File: config.mk
export PLATFORM = sky130hd
export DESIGN_NAME = i2c_req_arbiter
export DESIGN_NICKNAME = d
export VERILOG_FILES = /design/src/rtl/i2c_req_arbiter.sv
export SDC_FILE = /design/constraint.sdc
export NUM_CORES = 1
export LEC_CHECK = 0
export BUFFER_PORTS_ARGS = -buffer_cell sky130_fd_sc_hd__buf_2
export CAP_MARGIN = 30
export CORE_ASPECT_RATIO = 0.9
export CORE_MARGIN = 5
export CORE_UTILIZATION = 50
export CTS_CLUSTER_SIZE = 14
export DETAILED_ROUTE_END_ITERATION = 10
export PLACE_DENSITY = 0.84
export RECOVER_POWER = 50
export SYNTH_ARGS = -nofsm -noshare
export SYNTH_HDL_FRONTEND = slang
export SYNTH_SLANG_ARGS = --single-unit
File: constraint.sdc
create_clock -name clk -period 2.75 [get_ports clk]
set_input_delay 0.4125 -clock clk [delete_from_list [all_inputs] [get_ports clk]]
set_output_delay 0.4125 -clock clk [all_outputs]
set_load 0.005 [all_outputs]
File: src/rtl/i2c_req_arbiter.sv
// Round-robin arbiter/sequencer sharing one i2c_master among NUM_REQ requesters.
// Define I2C_ARB_RETRY_EN to relaunch address-NACKed commands up to MAX_RETRY times.
module i2c_req_arbiter #(
  parameter int unsigned NUM_REQ     = 4,
  parameter int unsigned START_CYC   = 2,
  parameter int unsigned TIMEOUT_CYC = 4096
`ifdef I2C_ARB_RETRY_EN
  ,
  parameter int unsigned MAX_RETRY   = 2
`endif
) (
  input  logic                 clk,
  input  logic                 rst_n,
  input  logic [NUM_REQ-1:0]   req,
  input  logic [7*NUM_REQ-1:0] req_addr,
  input  logic [NUM_REQ-1:0]   req_rw,
  input  logic [8*NUM_REQ-1:0] req_wdata,
  output logic [NUM_REQ-1:0]   gnt,
  output logic [NUM_REQ-1:0]   done,
  output logic [7:0]           rsp_rdata,
  output logic                 rsp_err,
  output logic                 rsp_timeout,
  output logic [6:0]           m_addr,
  output logic                 m_rw,
  output logic [7:0]           m_data_w,
  output logic                 m_start,
  input  logic [7:0]           m_data_out,
  input  logic                 m_valid_out,
  input  logic                 m_busy,
  input  logic                 m_erro_addr
);

  localparam int unsigned IW = (NUM_REQ > 1) ? $clog2(NUM_REQ) : 1;
  localparam int unsigned TW = $clog2(TIMEOUT_CYC + 1);
  localparam int unsigned SW = (START_CYC > 1) ? $clog2(START_CYC) : 1;
`ifdef I2C_ARB_RETRY_EN
  localparam int unsigned RW = (MAX_RETRY > 0) ? $clog2(MAX_RETRY + 1) : 1;
`endif

  typedef enum logic [2:0] {IDLE, LAUNCH, WAIT_BUSY, RUN, DONE} state_t;

  state_t        state;
  logic [IW-1:0] rr;
  logic [IW-1:0] gnt_idx;
  logic [SW-1:0] scnt;
  logic [TW-1:0] tcnt;
  logic          err;
`ifdef I2C_ARB_RETRY_EN
  logic [RW-1:0] retry_cnt;
`endif

  logic [IW-1:0]      sel_idx;
  logic               sel_vld;
  logic [NUM_REQ-1:0] sel_oh;
  logic [6:0]         sel_addr;
  logic               sel_rw;
  logic [7:0]         sel_wdata;
  int unsigned        cand;
  logic [TW-1:0]      tcnt_sat;
  logic               timeout_hit;

  // First requester at or after the rr pointer, wrapping
  always_comb begin
    sel_idx = '0;
    sel_vld = 1'b0;
    cand    = 0;
    for (int unsigned k = 0; k < NUM_REQ; k++) begin
      cand = (32'(rr) + k) % NUM_REQ;
      if (!sel_vld && req[IW'(cand)]) begin
        sel_vld = 1'b1;
        sel_idx = IW'(cand);
      end
    end
  end

  always_comb begin
    sel_oh    = '0;
    sel_addr  = '0;
    sel_rw    = 1'b0;
    sel_wdata = '0;
    for (int unsigned i = 0; i < NUM_REQ; i++) begin
      if (IW'(i) == sel_idx) begin
        sel_oh[i] = sel_vld;
        sel_addr  = req_addr[7*i +: 7];
        sel_rw    = req_rw[i];
        sel_wdata = req_wdata[8*i +: 8];
      end
    end
  end

  // Saturating launch-to-completion watchdog
  assign tcnt_sat    = (tcnt == TW'(TIMEOUT_CYC)) ? tcnt : tcnt + TW'(1);
  assign timeout_hit = (tcnt_sat == TW'(TIMEOUT_CYC));

  always_ff @(posedge clk or negedge rst_n) begin
    if (!rst_n) begin
      state       <= IDLE;
      rr          <= '0;
      gnt_idx     <= '0;
      scnt        <= '0;
      tcnt        <= '0;
      err         <= 1'b0;
      gnt         <= '0;
      done        <= '0;
      rsp_rdata   <= '0;
      rsp_err     <= 1'b0;
      rsp_timeout <= 1'b0;
      m_addr      <= '0;
      m_rw        <= 1'b0;
      m_data_w    <= '0;
      m_start     <= 1'b0;
`ifdef I2C_ARB_RETRY_EN
      retry_cnt   <= '0;
`endif
    end else begin
      case (state)
        IDLE: begin
          if (sel_vld) begin
            m_addr   <= sel_addr;
            m_rw     <= sel_rw;
            m_data_w <= sel_wdata;
            gnt      <= sel_oh;
            gnt_idx  <= sel_idx;
            m_start  <= 1'b1;
            scnt     <= '0;
            tcnt     <= '0;
            err      <= 1'b0;
`ifdef I2C_ARB_RETRY_EN
            retry_cnt <= '0;
`endif
            state    <= LAUNCH;
          end
        end
        LAUNCH, WAIT_BUSY, RUN: begin
          tcnt <= tcnt_sat;
          if (timeout_hit) begin
            m_start     <= 1'b0;
            done        <= gnt;
            rsp_err     <= 1'b1;
            rsp_timeout <= 1'b1;
            state       <= DONE;
          end else begin
            if (state != LAUNCH && m_erro_addr) err <= 1'b1;
            if (state == LAUNCH) begin
              if (scnt == SW'(START_CYC - 1)) begin
                m_start <= 1'b0;
                state   <= WAIT_BUSY;
              end else begin
                scnt <= scnt + SW'(1);
              end
            end else if (state == WAIT_BUSY) begin
              if (m_busy) state <= RUN;
            end else begin
              if (m_valid_out && m_rw) rsp_rdata <= m_data_out;
              if (!m_busy) begin
`ifdef I2C_ARB_RETRY_EN
                // Relaunch the latched command while retries remain
                if ((err || m_erro_addr) && retry_cnt != RW'(MAX_RETRY)) begin
                  retry_cnt <= retry_cnt + RW'(1);
                  err       <= 1'b0;
                  scnt      <= '0;
                  tcnt      <= '0;
                  m_start   <= 1'b1;
                  state     <= LAUNCH;
                end else begin
                  done    <= gnt;
                  rsp_err <= err || m_erro_addr;
                  state   <= DONE;
                end
`else
                done    <= gnt;
                rsp_err <= err || m_erro_addr;
                state   <= DONE;
`endif
              end
            end
          end
        end
        DONE: begin
          done        <= '0;
          gnt         <= '0;
          rsp_err     <= 1'b0;
          rsp_timeout <= 1'b0;
          rr          <= (gnt_idx == IW'(NUM_REQ - 1)) ? '0 : gnt_idx + IW'(1);
          state       <= IDLE;
        end
        default: state <= IDLE;
      endcase
    end
  end

endmodule

==> impl_metrics.csv, run 1 <==
group,metric,value,unit
final_layout,antenna_cells,0,
critical_path,required,2.97,ns
sta,max_freq,0.4008,GHz
critical_path,start_kind,"register",
grt,grt_pass1_wl,13.26,mm
grt,grt_remaining_overflow,0,
floorplan,rows,28,
synthesis,synth_nets,482,
flow_run,maxCapViolations,1,
routing,drt-initial-drc-count,143,
final_layout,fin_cells,606,
critical_path,path_class,"reg2reg",
sta,rsz0062_at_grt,"false",
final_layout,layout_commonest_cell,"buf_2",
power,ir_worst_vdd,0.4550,mV
grt,track_usage,0.2045,
routing,routed_via_density,5.248,
power,combinationalPowerShare,0.429,
run_status,run_status,"finished with violations",
grt,globalRouteMet2Util,0.3134,
placed_design,post-dp-hpwl,6.150,mm
power,pwr-share-clk,0.220,
clocking,clk_pin_slew,0.07,ns
routing,ant_nets,0,
sta,setup_violations,0,
clocking,cts_tree,"built",
synthesis,ys_seq_area_frac,0.4358,
power,switching_power,1.564,mW
synthesis,synth_top_cell_by_area,"dfrtp_1",
routing,routed_wl,8.206,mm
power,p_seq_frac,0.352,
floorplan,ios,116,
synthesis,async_reset_ff_frac,1.000,
synthesis,netlist_instances,398,
synthesis,yosys-top-cells-area,"dfrtp_1 (44%), o21ai_0 (8.4%), nand2_1 (8.1%), nor2_1 (7.5%), nand3_1 (4.0%)",
routing,routedWlPerCell,13.54,um
floorplan,dieHeight,86.76,um
sta,post-route-period-util,0.9073,
clocking,clockBufferDepth,2,
clocking,cts_sinks,57,
clocking,clk-insertion-delay-late,0.34,ns
clocking,cts_hold_buffers,0,
power,switching_share,0.3850,
floorplan,die-width,95.29,um
sta,tightest_slew,1.652,ns
min_path,min_path_type,"in2async",
clocking,cts_resized,0,
placed_design,gp_congestion,0.8684,
synthesis,syn_area_per_cell,8.224,um2
floorplan,dieArea,8266,um2
critical_path,critPathMaxStageDelay,0.45,ns
synthesis,synth_top_area_share,0.4358,
grt,met1_usage,0.2627,
run_status,violations,"capacitance limit, slew limit",
clocking,postCtsSetupBuffers,0,
power,power,4.064,mW
sta,tns,0,ns
power,power.leakage,2.054,nW
power,p_int,2.500,mW
floorplan,start_util,0.5050,
sta,fin_worst_skew,0.008700,ns
grt,grt_antenna_before_repair,0,
final_layout,final_layout_size_suffix_gt1_frac,0.2946,
power,powerDensity,967.6,nW/um2
synthesis,netlist_area,3273,um2
sta,fin_crit,2.495,ns
clocking,clockRootBuffer,"clkbuf_8",
routing,drc,0,
critical_path,cp_cell_sequence,"ha_1 > nand3_2 > nor4_4 > nor3b_1 > a31oi_4 > nor2_4 > nor3_4 > buf_12 > mux2_2",
placed_design,port-buffer-count,115,
clocking,cts_buffers,9,
final_layout,layout_common_cells,"buf_2 (106), nand2_1 (71), nor2_1 (65)",
grt,grt_max_degree,38,
grt,top_usage_layer,"met2",
grt,grt_util_met3,0.07118,
critical_path,crit_arrival,2.72,ns
synthesis,yosysUniqueCellTypes,54,
synthesis,synth_flop_cell,"dfrtp_1",
final_layout,final_nets,595,
placed_design,dp_cells,589,
synthesis,yosysWarnings,0,
final_layout,area_delta_synth_final,28.33,%
critical_path,critical_path.max_fanout,8,
routing,drt_pass1_iterations,7,
sta,timing_hold_violations_final,0,
floorplan,core_area,6481,um2
critical_path,end_kind,"register",
routing,num_vias,3180,
synthesis,ys_ff_latch,57,
grt,grt_pass1_vias,2950,
clocking,cts-htree-levels,3,
sta,fin_hold_ws,0.1565,ns
critical_path,worst_path_max_delay_cell,"dfrtp_1",
sta,final_max_slew_viol_count,33,
synthesis,synth-edff-count,0,
sta,max-slew-margin-rel,-0.1015,
[critical path, delay by kind of cell, from the launching register on]
| kind | cells | cell delay, ns |
|---|---|---|
| DFF | 1 | 0.45 |
| buffers and inverters | 1 | 0.14 |
| and+or+nand+nor | 5 | 0.86 |
| muxes | 1 | 0.33 |
| adders and majority gates | 1 | 0.33 |
| AOI/OAI and AO/OA | 1 | 0.26 |
[state kept, by name, summed over array words and instances, names as in the netlist]
register and flops:
rsp_timeout 1, rr 2, scnt 1, err 1
done 4, m_start 1, m_data_w 8, gnt 4
gnt_idx 2, rsp_err 1, tcnt 13, m_addr 7
rsp_rdata 8, m_rw 1, state 3
[worst paths after layout]
path | startpoint | endpoint | slack, ns | cells after the start
hold / removal | rst_n | tcnt[6] | 0.16 | 1
hold reg to reg | m_addr[2] | m_addr[2] | 0.48 | 2
setup reg to reg | tcnt[0] | rsp_rdata[4] | 0.25 | 9
min in group clk | m_data_out[0] | rsp_rdata[0] | 0.29 | 2
max in group asynchronous | rst_n | gnt[1] | 0.58 | 2
setup / recovery | tcnt[0] | rsp_rdata[4] | 0.25 | 9
[metrics by stage]
| stage | util | setup WS (ns) | cell area, um2 |
|---|---|---|---|
| 2_1_floorplan | - | 0.2711 | 3273 |
| 3_3_place_gp | 0.6073 | 0.2011 | 3936 |
| 3_5_place_dp | 0.6147 | 0.1218 | 3984 |
| 4_1_cts | 0.6502 | 0.1015 | 4214 |
| 5_1_grt | 0.6481 | 0.04990 | 4200 |
| 6_report | 0.6481 | 0.2548 | 4200 |
[logic make-up after synthesis]
group	synth area share
mux	0.03746
flops	0.4358
fa+ha+maj	0.01147
compound gates	0.1930
xor+xnor	0.01338
simple gates	0.2714
buf+inv	0.03746
[layer usage]
metal	up-vias	share of wire
met5	-	0
met4	0	0.019
met3	15	0.095
met2	124	0.46
met1	1438	0.42
li1	1603	-
[final cells by class]
type	instances	area [um2]
timing repair buffer	127	676.9
clock buffer	12	155.1
inverter	5	18.77
clock inverter	4	75.07
sequential	57	1426
multi-input combinational	311	1735
tap	90	112.6
fill	542	2281
[synthesized netlist by cell type (3+ instances only)]
cell / n
mux2_2: 8
nor3_1: 6
dfrtp_1: 57
and2_1: 3
xor2_1: 3
and3_1: 4
nand2_1: 71
o21a_1: 4
ha_1: 3
o31ai_1: 6
buf_2: 5
o21ai_0: 55
a22o_1: 5
inv_1: 5
clkbuf_1: 18
nand2b_1: 4
a31oi_1: 3
a21oi_1: 5
nand3_1: 26
nor2_1: 65
[power by group through the flow]
stage          registers (mW)  logic, mW  clock network, mW
2_1_floorplan            1.40       1.14                  0
6_report                 1.43       1.74              0.892
4_1_cts                  1.43       1.78              0.906
3_5_place_dp             1.43       1.77                  0
5_1_grt                  1.48       1.99              0.946
3_3_place_gp             1.43       1.68                  0
Power figures use the tool's default switching activity.
==> run 2: changes to the inputs <==
- CORE_UTILIZATION: 50 -> 45
- PLACE_DENSITY: 0.84 -> 0.77
==> impl_metrics.csv, run 2 (synthesis gave the netlist of run 1 again) <==
group,metric,value,unit
final_layout,largest_reg_flops,13,
routing,num_vias,3168,
clocking,cts_sinks,57,
power,power,4.060,mW
critical_path,ff2ff_setup_slack,0.18,ns
sta,timing_hold_violations_final,0,
critical_path,critPathMaxStageDelay,0.49,ns
floorplan,dieArea,9082,um2
critical_path,path_class,"reg2reg",
run_status,run_status,"finished, final reports clean",
sta,fin_worst_skew,0.01238,ns
sta,post-route-period-util,0.9346,
clocking,clockBufferDepth,2,
routing,drt-initial-drc-count,145,
grt,grt_antenna_before_repair,0,
routing,drc,0,
final_layout,nFillCells,653,
final_layout,layout_commonest_cell,"buf_2",
critical_path,path_buf_inv,1,
placed_design,post-dp-hpwl,6.325,mm
final_layout,top_regs,"tcnt x13, m_data_w x8, rsp_rdata x8",
critical_path,critPathTopFamily,"simple AND/OR/NAND/NOR gates",
sta,max-slew-margin-rel,0.5013,
clocking,clk_pin_slew,0.08,ns
critical_path,required,2.98,ns
critical_path,cp_cell_sequence,"and4_1 > and3_1 > mux2_1 > o2111ai_2 > nor2_4 > nor3_4 > buf_12 > mux2_2",
sta,tns,0,ns
floorplan,ios,116,
sta,rsz0062_at_grt,"false",
clocking,cts-htree-levels,3,
power,power.leakage,2.047,nW
grt,grt_max_degree,44,
grt,grt_remaining_overflow,0,
placed_design,placed_area,3968,um2
grt,grt_pass1_vias,3002,
clocking,cts_resized,0,
critical_path,r2r_cells,8,
clocking,cts_buffers,9,
floorplan,core_area,7076,um2
final_layout,area_delta_synth_final,28.48,%
power,ir_worst_vdd,0.3789,mV
critical_path,end_kind,"register",
placed_design,gp_congestion,0.9090,
flow_run,maxCapViolations,0,
final_layout,layout_common_cells,"buf_2 (103), nand2_1 (71), nor2_1 (65)",
sta,final_max_slew_viol_count,0,
floorplan,die-width,99.90,um
routing,routedWlPerCell,13.94,um
sta,max_freq,0.3891,GHz
critical_path,crit_arrival,2.80,ns
final_layout,antenna_cells,0,
routing,ant_nets,0,
floorplan,start_util,0.4626,
routing,drt_pass1_iterations,5,
final_layout,post-route-util,0.5943,
critical_path,start_kind,"register",
power,powerDensity,965.5,nW/um2
min_path,worstHoldPathCells,2,
grt,track_usage,0.1912,
grt,grt_pass1_wl,14.21,mm
sta,setup_violations,0,
final_layout,regMostFlops,"tcnt",
final_layout,final_layout_size_suffix_gt1_frac,0.2901,
routing,routed_via_density,5.193,
final_layout,fin_cells,610,
critical_path,worst_path_max_delay_cell,"dfrtp_1",
clocking,clk-insertion-delay-late,0.34,ns
placed_design,dp_cells,591,
clocking,clockRootBuffer,"clkbuf_8",
clocking,cts_tree,"built",
placed_design,port-buffer-count,115,
final_layout,final_cell_area,4205,um2
floorplan,dieHeight,90.91,um
min_path,min_path_type,"in2reg",
critical_path,critical_path.max_fanout,9,
floorplan,rows,29,
routing,routed_wl,8.502,mm
sta,fin_hold_ws,0.2949,ns
critical_path,cp.depth,8,
placed_design,preCtsSetupSlack,0.07549,ns
sta,fin_ws,0.1800,ns
sta,tightest_slew,0.7481,ns
sta,fin_crit,2.570,ns
final_layout,final_nets,596,
run 2: cell types whose count changed in the layout (fill, tap and decap cells not counted):
| cell | previous run | this run |
|---|---|---|
| clkbuf_1 | 12 | 14 |
| buf_2 | 106 | 103 |
| inv_6 | 0 | 2 |
| clkbuf_8 | 11 | 9 |
| dlygate4sd3_1 | 0 | 1 |
| clkinv_4 | 0 | 1 |
run 2: what timing repair did:
| item | 4_1_cts | 5_1_grt |
|---|---|---|
| hold buffers | 0 | 1 |
| setup endpoints to repair | 0 | 8 |
| hold endpoints to repair | 0 | 12 |
| buffers inserted | 0 | 1 |
run 2: worst paths after layout:
check,endpoint,start
worst max-delay path,rsp_rdata[1],tcnt[2]
worst min-delay path,rsp_rdata[7],m_data_out[7]
worst max register to register,rsp_rdata[1],tcnt[2]
worst min register to register,m_addr[4],m_addr[4]
max in group asynchronous,gnt[1],rst_n
min in group asynchronous,tcnt[0],rst_n
run 2: worst reg2reg max path, stage by stage (launching register included):
cell       delay, ns
dfrtp_1         0.49
and4_1          0.36
and3_1          0.29
mux2_1          0.36
o2111ai_2       0.17
nor2_4          0.12
nor3_4          0.18
buf_12          0.15
mux2_2          0.34
run 2: report_power, final:
part           switching (mW)  total, mW  leakage, nW  internal (mW)
combinational           0.982       1.74         1.22          0.757
clock                   0.375      0.892        0.106          0.517
sequential              0.257       1.43        0.721           1.17
run 2: area by class of cell:
type / instances / area [um2] / share of cell area
well taps: 93 / 116.4 / 0.02767
multi-input cells: 311 / 1735 / 0.4127
clock inverters: 7 / 101.3 / 0.02410
flip-flops and latches: 57 / 1426 / 0.3392
repair buffers: 128 / 683.2 / 0.1625
inverters: 5 / 18.77 / 0.004463
clock buffers: 9 / 123.9 / 0.02946
run 2: per-layer routing:
layer,part of all wire,up-vias,GRT usage
li1,-,1616,-
met1,0.46,1430,0.2607
met2,0.44,114,0.2861
met3,0.089,8,0.07027
met4,0.0080,0,0.05233
met5,0,-,0
==> run 3: changes to the inputs <==
- clock period: 2.75 -> 3.3 ns (I/O delays scaled with it)
==> impl_metrics.csv, run 3 (synthesis gave the netlist of run 1 again) <==
group,metric,value,unit
final_layout,layout_commonest_cell,"buf_2",
critical_path,start_kind,"register",
final_layout,multi_input_area,1735,um2
sta,max_freq,0.3596,GHz
routing,drc,0,
sta,post-route-period-util,0.8427,
final_layout,layout_common_cells,"buf_2 (108), nand2_1 (71), nor2_1 (65)",
routing,num_vias,3139,
critical_path,end_kind,"register",
final_layout,final_nets,588,
clocking,postCtsSetupBuffers,0,
sta,setup_violations,0,
routing,ant_nets,0,
final_layout,largest_reg_flops,13,
floorplan,core_area,7076,um2
routing,drt_pass1_iterations,4,
clocking,cts_hold_buffers,0,
floorplan,start_util,0.4626,
grt,grt_remaining_overflow,0,
final_layout,antenna_cells,0,
clocking,clockRootBuffer,"clkbuf_8",
clocking,cts_buffers,9,
placed_design,gp_congestion,0.8463,
routing,routed_wl,8.410,mm
floorplan,ios,116,
clocking,clk-insertion-delay-late,0.35,ns
routing,routed_via_density,5.214,
sta,tns,0,ns
final_layout,area_delta_synth_final,25.38,%
critical_path,path_class,"reg2reg",
sta,final_max_slew_viol_count,0,
floorplan,dieArea,9082,um2
clocking,clockBufferDepth,2,
final_layout,seq_area,1426,um2
sta,timing_hold_violations_final,0,
clocking,clk_pin_slew,0.07,ns
sta,rsz0062_at_grt,"false",
critical_path,required,3.53,ns
clocking,cts_sinks,57,
sta,fin_worst_skew,0.01010,ns
routing,routedWlPerCell,13.97,um
grt,grt_pass1_wl,14.30,mm
floorplan,dieHeight,90.91,um
floorplan,rows,29,
run_status,run_status,"finished, final reports clean",
power,powerDensity,787.2,nW/um2
sta,max-slew-margin-rel,0.2111,
power,power,3.231,mW
grt,track_usage,0.1947,
sta,fin_crit,2.781,ns
power,ir_worst_vdd,0.3344,mV
min_path,min_path_type,"in2async",
final_layout,regMostFlops,"tcnt",
power,power.leakage,2.014,nW
grt,grt_max_degree,38,
final_layout,nFillCells,642,
final_layout,top_regs,"tcnt x13, m_data_w x8, rsp_rdata x8",
floorplan,die-width,99.90,um
clocking,cts-htree-levels,3,
placed_design,post-dp-hpwl,6.300,mm
routing,drt-initial-drc-count,143,
grt,grt_pass1_vias,3011,
final_layout,final_layout_size_suffix_gt1_frac,0.2927,
clocking,cts_resized,0,
clocking,cts_tree,"built",
grt,grt_antenna_before_repair,0,
placed_design,port-buffer-count,115,
critical_path,crit_arrival,3.01,ns
critical_path,critical_path.max_fanout,8,
flow_run,maxCapViolations,0,
sta,tightest_slew,1.183,ns
[run 3: final timing paths]
check | end | slack, ns | cells after the start | startpoint
setup / recovery | rsp_rdata[4] | 0.52 | 8 | tcnt[0]
min in group clk | rsp_rdata[0] | 0.37 | 2 | m_data_out[0]
setup reg to reg | rsp_rdata[4] | 0.52 | 8 | tcnt[0]
hold reg to reg | m_addr[4] | 0.48 | 2 | m_addr[4]
hold / removal | tcnt[9] | 0.37 | 1 | rst_n
max in group asynchronous | tcnt[8] | 1.48 | 2 | rst_n
[run 3: final cells by class]
type / instances / share of cell area
clock buffers: 11 / 0.03445
clock inverters: 5 / 0.007622
inverters: 5 / 0.004573
multi-input cells: 311 / 0.4229
flip-flops and latches: 57 / 0.3476
well taps: 93 / 0.02835
repair buffers: 120 / 0.1546
[run 3: power by group]
group          internal (mW)  total, mW  switching, mW
combinational          0.638       1.46          0.822
sequential             0.977       1.20          0.218
clock                  0.290      0.574          0.285
total                   1.91       3.23           1.33
[run 3: critical path: stages, from the launching register on]
cell and delay (ns):
dfrtp_1 0.45, ha_1 0.32, nand3_2 0.17, nor4_4 0.44, nor3b_1 0.13, a31oi_4 0.26
nor2_4 0.11, nor3_4 0.39, mux2_2 0.39
[run 3: per-stage QoR]
step | setup slack (ns) | area [um2] | instances | util | hold slack, ns
global route | 0.3006 | 4104 | 602 | 0.5800 | 0.3703
floorplan | 0.8211 | 3273 | 398 | - | 0.1994
detailed placement | 0.5271 | 3943 | 586 | 0.5572 | 0.4684
CTS | 0.5166 | 4115 | 602 | 0.5816 | 0.1228
global placement | 0.6422 | 3915 | 585 | 0.5533 | 0.4590
finish | 0.5191 | 4104 | 602 | 0.5800 | 0.3664
[run 3: layer usage]
metal  up-vias  track usage  wire, um
met2       118       0.2850      3648
li1       1595            -         -
met5         -            0         0
met4         0      0.08077       218
met1      1411       0.2563      3735
met3        15      0.07645       807
